[src/rtl/aes_pkg.sv]
// Shared types and constants for the AES round-sequencing controller:
// FSM state encoding, round counts per key size and the key_len encoding.
package aes_pkg;

    typedef enum logic [2:0] {
        S_IDLE,
        S_ARK0,
        S_SUB,
        S_SHIFT,
        S_MIX,
        S_ARK,
        S_DONE,
        S_ERR
    } aes_state_t;

    localparam logic [3:0] NR_128 = 4'd10;
    localparam logic [3:0] NR_192 = 4'd12;
    localparam logic [3:0] NR_256 = 4'd14;

    typedef enum logic [1:0] {
        KEY_128  = 2'b00,
        KEY_192  = 2'b01,
        KEY_256  = 2'b10,
        KEY_RSVD = 2'b11
    } aes_keylen_t;

    // The reserved encoding falls back to the 128-bit round count.
    function automatic logic [3:0] nr_of(input logic [1:0] kl);
        logic [3:0] nr;
        case (kl)
            KEY_192: nr = NR_192;
            KEY_256: nr = NR_256;
            default: nr = NR_128;
        endcase
        return nr;
    endfunction

endpackage

[src/rtl/aes_step_watchdog.sv]
// Per-step wait counter: counts ticks since the last clear and flags
// expiry on the tick that would exhaust the allowed wait.
module aes_step_watchdog #(
    parameter int W = 5
) (
    input  logic         clk,
    input  logic         reset,
    input  logic         clear,
    input  logic         tick,
    input  logic [W-1:0] limit,
    output logic         expired
);

    logic [W-1:0] cnt;

    always_ff @(posedge clk) begin
        if (reset)
            cnt <= '0;
        else if (clear)
            cnt <= '0;
        else if (tick && cnt != limit)
            cnt <= cnt + W'(1);
    end

    // Fires during the limit-th waiting cycle so the FSM leaves the step
    // after exactly 'limit' cycles without a done.
    assign expired = tick && (cnt == limit - W'(1));

endmodule

[src/rtl/aes_round_ctrl.sv]
// AES round sequencer: ARK0, then (SUB, SHIFT, MIX, ARK) per round with MIX
// skipped in the last round, plus a per-step watchdog.
// Define AES_KEYLEN_SEL_EN to add the key_len port (10/12/14 rounds).
module aes_round_ctrl
    import aes_pkg::*;
#(
    parameter int TIMEOUT_CYCLES = 16
) (
    input  logic       clk,
    input  logic       reset,
    input  logic       start,
`ifdef AES_KEYLEN_SEL_EN
    input  logic [1:0] key_len,
`endif
    input  logic       sub_done,
    input  logic       shift_done,
    input  logic       mix_done,
    input  logic       ark_done,
    output logic       sub_en,
    output logic       shift_en,
    output logic       mix_en,
    output logic       ark_en,
    output logic [3:0] round_idx,
    output logic       busy,
    output logic       done,
    output logic       error
);

    localparam int WD_W = $clog2(TIMEOUT_CYCLES + 1);
    localparam logic [WD_W-1:0] WD_LIMIT = WD_W'(TIMEOUT_CYCLES);

    aes_state_t state, state_nxt;
    logic [3:0] idx_nxt;
    logic [3:0] nr;
    logic       in_step, own_done, step_tick, wd_expired, wd_clear;
    logic       accept;

    assign accept = start && (state == S_IDLE || state == S_ERR);

`ifdef AES_KEYLEN_SEL_EN
    logic [3:0] nr_q;
    always_ff @(posedge clk) begin
        if (reset)
            nr_q <= NR_128;
        else if (accept)
            nr_q <= nr_of(key_len);
    end
    assign nr = nr_q;
`else
    assign nr = NR_128;
`endif

    // Only the active step's own done counts; other done lines are ignored.
    always_comb begin
        own_done = 1'b0;
        case (state)
            S_ARK0, S_ARK: own_done = ark_done;
            S_SUB:         own_done = sub_done;
            S_SHIFT:       own_done = shift_done;
            S_MIX:         own_done = mix_done;
            default:       own_done = 1'b0;
        endcase
    end

    assign in_step   = state inside {S_ARK0, S_SUB, S_SHIFT, S_MIX, S_ARK};
    assign step_tick = in_step && !own_done;

    always_comb begin
        state_nxt = state;
        idx_nxt   = round_idx;
        case (state)
            S_IDLE, S_ERR: if (start) begin
                state_nxt = S_ARK0;
                idx_nxt   = 4'd0;
            end
            S_ARK0: if (own_done) begin
                state_nxt = S_SUB;
                idx_nxt   = 4'd1;
            end
            S_SUB:   if (own_done) state_nxt = S_SHIFT;
            S_SHIFT: if (own_done) state_nxt = (round_idx < nr) ? S_MIX : S_ARK;
            S_MIX:   if (own_done) state_nxt = S_ARK;
            S_ARK: if (own_done) begin
                if (round_idx < nr) begin
                    state_nxt = S_SUB;
                    idx_nxt   = round_idx + 4'd1;
                end else begin
                    state_nxt = S_DONE;
                end
            end
            S_DONE:  state_nxt = S_IDLE;
            default: state_nxt = S_IDLE;
        endcase
        if (wd_expired)
            state_nxt = S_ERR;
    end

    assign wd_clear = (state_nxt != state);

    aes_step_watchdog #(.W(WD_W)) u_wd (
        .clk     (clk),
        .reset   (reset),
        .clear   (wd_clear),
        .tick    (step_tick),
        .limit   (WD_LIMIT),
        .expired (wd_expired)
    );

    always_ff @(posedge clk) begin
        if (reset) begin
            state     <= S_IDLE;
            round_idx <= 4'd0;
        end else begin
            state     <= state_nxt;
            round_idx <= idx_nxt;
        end
    end

    assign ark_en   = (state == S_ARK0) || (state == S_ARK);
    assign sub_en   = (state == S_SUB);
    assign shift_en = (state == S_SHIFT);
    assign mix_en   = (state == S_MIX);
    assign busy     = (state != S_IDLE);
    assign done     = (state == S_DONE);
    assign error    = (state == S_ERR);

endmodule
[config.mk]
export PLATFORM = sky130hd
export DESIGN_NAME = aes_round_ctrl
export DESIGN_NICKNAME = d
export VERILOG_FILES = /design/src/rtl/aes_pkg.sv /design/src/rtl/aes_step_watchdog.sv /design/src/rtl/aes_round_ctrl.sv
export SDC_FILE = /design/constraint.sdc
export NUM_CORES = 1
export LEC_CHECK = 0
export CAP_MARGIN = 5
export CELL_PAD_IN_SITES_DETAIL_PLACEMENT = 0
export CELL_PAD_IN_SITES_GLOBAL_PLACEMENT = 1
export CORE_MARGIN = 2
export CORE_UTILIZATION = 36
export DETAILED_ROUTE_END_ITERATION = 10
export PLACE_DENSITY_LB_ADDON = 0.15
export SYNTH_ARGS = -nofsm -noshare
export SYNTH_HDL_FRONTEND = slang
export SYNTH_SLANG_ARGS = --single-unit
[constraint.sdc]
create_clock -name clk -period 2.2 [get_ports clk]
set_clock_uncertainty 0.1 [all_clocks]
set_input_delay 0.33 -clock clk [delete_from_list [all_inputs] [get_ports clk]]
set_output_delay 0.33 -clock clk [all_outputs]
set_load 0.02 [all_outputs]
==> flow_summary.toml, run 1 <==
[floorplan]
die_w_um = 53.5
rows = 17
boundaryPins = 18
start_util_pct = 39.1
die_y_um = 53.5
die_area_sq_mm = 0.00286
core_sq_mm = 0.00225

[cells_and_area]
stdcell_count = 162
n_antenna_cell = 0
drive_gt1_share_pct = 12.7
seq_area_sq_um = 244
fill_cells = 241
postLayoutCellArea_sq_mm = 0.00115
area_growth_pct = 30.7
multi_input_area_sq_um = 591
nNetsFinal = 146

[flow_run]
cap_violations = 0

[detailed_routing]
drt_iter0_markers = 20
first_pass_iters = 4
drc_errors = 0
wirelength_mm = 2.28
vias = 904
ant_nets = 0
routed_via_density = 5.58
avgRoutedWirePerCell_um = 14.1

[sta]
post-route-min-period_ps = 2110
final.setup.worst_slack_ps = 87.2
fmax_mhz = 473
post-route-period-util_pct = 96.0
setup_viol = 0
max_slew_margin_pct = 70.2
hold_viol = 0
slew_violations = 0
setup_tns_ps = 0
rsz0062_at_grt = "false"
tightest_slew_ps = 445

[synth]
synth_ff_type = "dfxtp_1"
synth_top_area_share_pct = 27.3
synth_edf_count = 0
synth_cell_types = 41
synth_most_common_cell = "dfxtp_1"
synth_area_leaders = "dfxtp_1, a21oi_1, ha_1, mux2i_1, a211oi_1"
netlist_instances = 113
ys_seq_elements = 12
async_flop_share_pct = 0
yosysSeqAreaShare_pct = 27.3
syn_area_per_cell_sq_um = 7.80
synth-adder-area-share_pct = 5.68
synth.area.mux_share_pct = 3.41
synth_simple_gate_area_share_pct = 26.8
synth-compound-area-share_pct = 30.1
yosys-top-cells-count = "dfxtp_1, a21oi_1, nor2_1, nand2_1, inv_1"
synth_largest_area_cell = "dfxtp_1"
synth_top_family_by_area = "compound AO/OA/AOI/OAI gates"
ys_warn_count = 0
synth_nets = 124
synth_xor_area_share_pct = 0.994
netlist_area_sq_um = 881

[global_route]
grt-ovfl-total = 0
antenna_found_initial = 0
grt_pass1_vias = 912
grt_pass1_wl_mm = 4.03
grt_max_degree = 19
grt_use_total_pct = 19.1

[hold_path]
hold_end = "u_wd.cnt[1]"
hold_depth = 2
hp-start = "u_wd.cnt[1]"
min_path_type = "reg -> reg"

[setup_path]
critPathRequiredTime_ps = 1770
critPathKind = "reg -> out"
rr_worst_depth = 5
rr_endpoint = "u_wd.cnt[1]"
r2r-start = "state[0]"
cp-start-kind = "flop"
worstPathArrival_ps = 1680
cp_max_fo = 18
rrSetupSlack_ps = 420
cp-end-kind = "primary output"

[power_and_ir_drop]
p_leak_nw = 0.479
powerDensity_mw_per_mm2 = 529
peakVddDrop_mv = 0.334

[placed_design]
place_hpwl_mm = 1.71
placed_cell_area_sq_mm = 0.00110
place.gp.congestion = 0.854
dpl.cell_count = 158
place_ws_ps = 31.7
port_buffers = 17

[cts]
htree_num_levels = 1
numCtsBuffers = 3
cts_hold_buf = 0
clock_sinks = 12
cts.clk_slew.worst_paths_ps = 70
cts_tree = "done"
clockBufferDepth = 2
cts-root-buf = "clkbuf_4"
insertion_delay_ps = 270

[status]
status = "finished, final reports clean"
where the power goes:
part | switching (W) | total [W] | internal, W | leakage [nW]
clock network | 0.0000730 | 0.000174 | 0.000101 | 0.0210
logic | 0.0000948 | 0.000184 | 0.0000888 | 0.360
registers | 0.0000233 | 0.000251 | 0.000228 | 0.0985
layer usage:
metal	wire, um	part of all wire (%)	GRT usage [%]	up-vias
li1	-	-	-	461
met1	1110	49	24.9	426
met2	1080	47	31.3	15
met3	76	3.3	1.98	2
met4	15	0.66	8.55	0
met5	0	0	0	-
final cells by class:
class | instances | area share [%]
Timing Repair Buffer | 23 | 19.3
Sequential cell | 12 | 21.2
Clock buffer | 4 | 3.15
Tap cell | 28 | 3.04
Inverter | 6 | 1.96
Multi-Input combinational cell | 89 | 51.3
worst max path at each step:
| stage | from | endpoint | slack (ps) | depth (start not counted) |
|---|---|---|---|---|
| finish | state[0] | done | 90 | 3 |
| global route | state[0] | done | 8 | 3 |
| CTS | state[0] | busy | 20 | 3 |
| detailed placement | ark_done | u_wd.cnt[3] | 30 | 6 |
| global placement | ark_done | u_wd.cnt[0] | 50 | 6 |
| floorplan | state[2] | done | 450 | 3 |
cells by family after synthesis:
| logic type | Yosys count |
|---|---|
| flip-flops | 12 |
| AND/OR/NAND/NOR | 43 |
| XOR/XNOR | 1 |
| adder cells (fa/ha/maj) | 4 |
| AO/OA/AOI/OAI | 38 |
| multiplexers | 3 |
| buffers and inverters | 12 |
state kept, by name, indices dropped and copies added, names as in the netlist:
| signal | cells |
|---|---|
| round_idx | 4 |
| state | 3 |
| u_wd.cnt | 5 |
worst max-delay path: stages, from the launching register on:
cell and delay (ps):
dfxtp_2 420, buf_4 190, nor3b_1 180, clkdlybuf4s50_1 630
stage by stage:
| stage | hold slack [ps] | total power [W] | utilization (%) |
|---|---|---|---|
| 2_1_floorplan | 379 | 0.000368 | - |
| 3_3_place_gp | 411 | 0.000436 | 48.9 |
| 3_5_place_dp | 426 | 0.000439 | 48.9 |
| 4_1_cts | 436 | 0.000615 | 50.7 |
| 5_1_grt | 455 | 0.000647 | 51.1 |
| 6_report | 432 | 0.000609 | 51.1 |
layout by cell type, fill, tap and decap left out, types with 5 or more instances in the layout:
cell type | synthesis | final
inv_1 | 5 | 5
a21oi_1 | 10 | 10
clkdlybuf4s50_1 | 0 | 14
nand2_1 | 7 | 7
nor2_1 | 8 | 8
buf_4 | 0 | 6
dfxtp_1 | 12 | 9
repair_timing:
item / in CTS / in global routing
gates resized for setup: 3 / 3
setup endpoints to repair: 6 / 3
buffers inserted: 0 / 0
(Power assumes the default switching activity.)
==> run 2, diff against run 1 <==
--- a/config.mk
+++ b/config.mk
@@ -9,9 +9,11 @@
 export CELL_PAD_IN_SITES_DETAIL_PLACEMENT = 0
 export CELL_PAD_IN_SITES_GLOBAL_PLACEMENT = 1
 export CORE_MARGIN = 2
-export CORE_UTILIZATION = 36
+export CORE_UTILIZATION = 25
+export CTS_CLUSTER_SIZE = 25
 export DETAILED_ROUTE_END_ITERATION = 10
 export PLACE_DENSITY_LB_ADDON = 0.15
+export SLEW_MARGIN = 20
 export SYNTH_ARGS = -nofsm -noshare
 export SYNTH_HDL_FRONTEND = slang
 export SYNTH_SLANG_ARGS = --single-unit
==> run 2 against run 1 <==
Fmax up 1.7%. Largest power group unchanged. Largest cell class unchanged. Critical endpoint is now error. Final cell count up 14%. Global-route usage down 6.4 points. Cell area up 4.2%.
==> flow_summary.toml, run 2 (same netlist as run 1, synthesis figures left out) <==
[cells_and_area]
final_util_pct = 35.7
nNetsFinal = 151
final_common_cell = "clkdlybuf4s50_1"
largest_reg_flops = 5
final_cell_mix = "clkdlybuf4s50_1, buf_4, a21oi_1, dfxtp_1, nor2_1"
drive_gt1_share_pct = 15.1
stdcell_count = 185
area_growth_pct = 36.2
regMostFlops = "u_wd.cnt"
top_regs = "u_wd.cnt: 5 flops, round_idx: 4 flops, state: 3 flops"
fill_cells = 384
n_antenna_cell = 0
postLayoutCellArea_sq_mm = 0.00120

[power_and_ir_drop]
powerDensity_mw_per_mm2 = 515
peakVddDrop_mv = 0.171
p_leak_nw = 0.489

[setup_path]
r2r-start = "state[2]"
worstPathArrival_ps = 1650
critical_path.max_stage_delay_ps = 610
crit_path_top_delay_cell = "clkdlybuf4s50_1"
cp_num_cells = 2
critPathRequiredTime_ps = 1770
cp_max_fo = 10
crit_family = "buffers and inverters"
critPathKind = "reg -> out"
startpoint = "state[2]"
cp-end-kind = "primary output"
cp-start-kind = "flop"
rr_worst_depth = 6
cp_cell_sequence = "and3_1, clkdlybuf4s50_1"
crit_buf_inv = 1
rrSetupSlack_ps = 260

[sta]
setup_viol = 0
rsz0062_at_grt = "false"
tightest_slew_ps = 413
holdWs_ps = 433
slew_violations = 0
post-route-min-period_ps = 2080
fmax_mhz = 482
setup_tns_ps = 0
post-route-period-util_pct = 94.4
max_slew_margin_pct = 72.4
hold_viol = 0

[detailed_routing]
vias = 915
ant_nets = 0
routed_via_density = 4.95
drt_iter0_markers = 56
wirelength_mm = 2.36
drc_errors = 0
first_pass_iters = 4
avgRoutedWirePerCell_um = 12.7

[placed_design]
place_hpwl_mm = 1.89
place.gp.congestion = 0.845
placed_cell_area_sq_mm = 0.00116
dpl.cell_count = 181
port_buffers = 17

[cts]
numCtsBuffers = 3
htree_num_levels = 1
insertion_delay_ps = 270
cts_tree = "done"
cts-root-buf = "clkbuf_4"
cts_hold_buf = 0
clock_sinks = 12
clockBufferDepth = 2
cts.clk_slew.worst_paths_ps = 80

[hold_path]
min_path_type = "reg -> reg"
hold_depth = 2
hp-start = "u_wd.cnt[0]"

[status]
status = "finished, final reports clean"

[global_route]
grt_max_degree = 13
antenna_found_initial = 0
grt_pass1_wl_mm = 4.09
grt-ovfl-total = 0
grt_pass1_vias = 884
grt_use_total_pct = 12.7

[flow_run]
cap_violations = 0

[floorplan]
core_sq_mm = 0.00336
die_area_sq_mm = 0.00401
start_util_pct = 26.2
die_w_um = 63.4
boundaryPins = 18
rows = 21
die_y_um = 63.4
-- run 2: cell count changes in the layout (fill, tap and decap cells not counted) --
cell and delta:
buf_4 +5, dlygate4sd2_1 +4, clkdlybuf4s50_1 -2, dlymetal6s2s_1 -2, dfxtp_1 +1, dfxtp_2 -1
-- run 2: final cells by class --
type | count | area, sq um | area share [%]
Multi-Input combinational cell | 89 | 591 | 49.2
Timing Repair Buffer | 28 | 250 | 20.9
Sequential cell | 12 | 243 | 20.2
Tap cell | 46 | 57.6 | 4.80
Clock buffer | 4 | 36.3 | 3.02
Inverter | 6 | 22.5 | 1.88
-- run 2: path summary, 6_finish.rpt --
kind / endpoint
worst max-delay path: error
worst min-delay path: u_wd.cnt[0]
worst max register to register: u_wd.cnt[4]
worst min register to register: u_wd.cnt[0]
-- run 2: worst reg2reg max path, cell delays in order (launching register included) --
cell      delay (ps)
dfxtp_1          500
buf_4            210
nor2b_1           60
a22o_1           180
a221o_1          340
a211o_1          310
a211oi_2         170
-- run 2: power breakdown --
group | switching (W) | internal (W) | total (W)
registers | 0.0000195 | 0.000228 | 0.000247
logic | 0.000100 | 0.0000932 | 0.000193
clock network | 0.0000769 | 0.000100 | 0.000177
total | 0.000196 | 0.000422 | 0.000618
-- run 2: layer usage --
metal	share of wire (%)	up-vias	GRT usage (%)	routed length [um]
met5	0	-	0	0
met4	0.85	0	4.89	20
met3	6.6	2	2.50	156
met2	44	28	19.1	1040
met1	48	410	17.7	1140
li1	-	475	-	-
-- run 2: what timing repair did --
action | CTS | global route
endpoints found under the hold margin | 0 | 0
gates resized for setup | 5 | 2
setup endpoints to repair | 5 | 3
cloned | 0 | 0
setup buffers | 0 | 0
-- run 2: per-stage QoR --
stage / power (W) / setup slack (ps)
after floorplan: 0.000368 / 447
final: 0.000618 / 123
after CTS: 0.000628 / 15.0
after global placement: 0.000451 / 69.5
after detailed placement: 0.000449 / 89.4
after global routing: 0.000664 / 34.2
==> run 3, diff against run 2 <==
--- a/config.mk
+++ b/config.mk
@@ -5,7 +5,6 @@
 export SDC_FILE = /design/constraint.sdc
 export NUM_CORES = 1
 export LEC_CHECK = 0
-export CAP_MARGIN = 5
 export CELL_PAD_IN_SITES_DETAIL_PLACEMENT = 0
 export CELL_PAD_IN_SITES_GLOBAL_PLACEMENT = 1
 export CORE_MARGIN = 2
==> results of run 3 <==
Same layout as run 2: the final DEF is identical, and so are final timing and power.
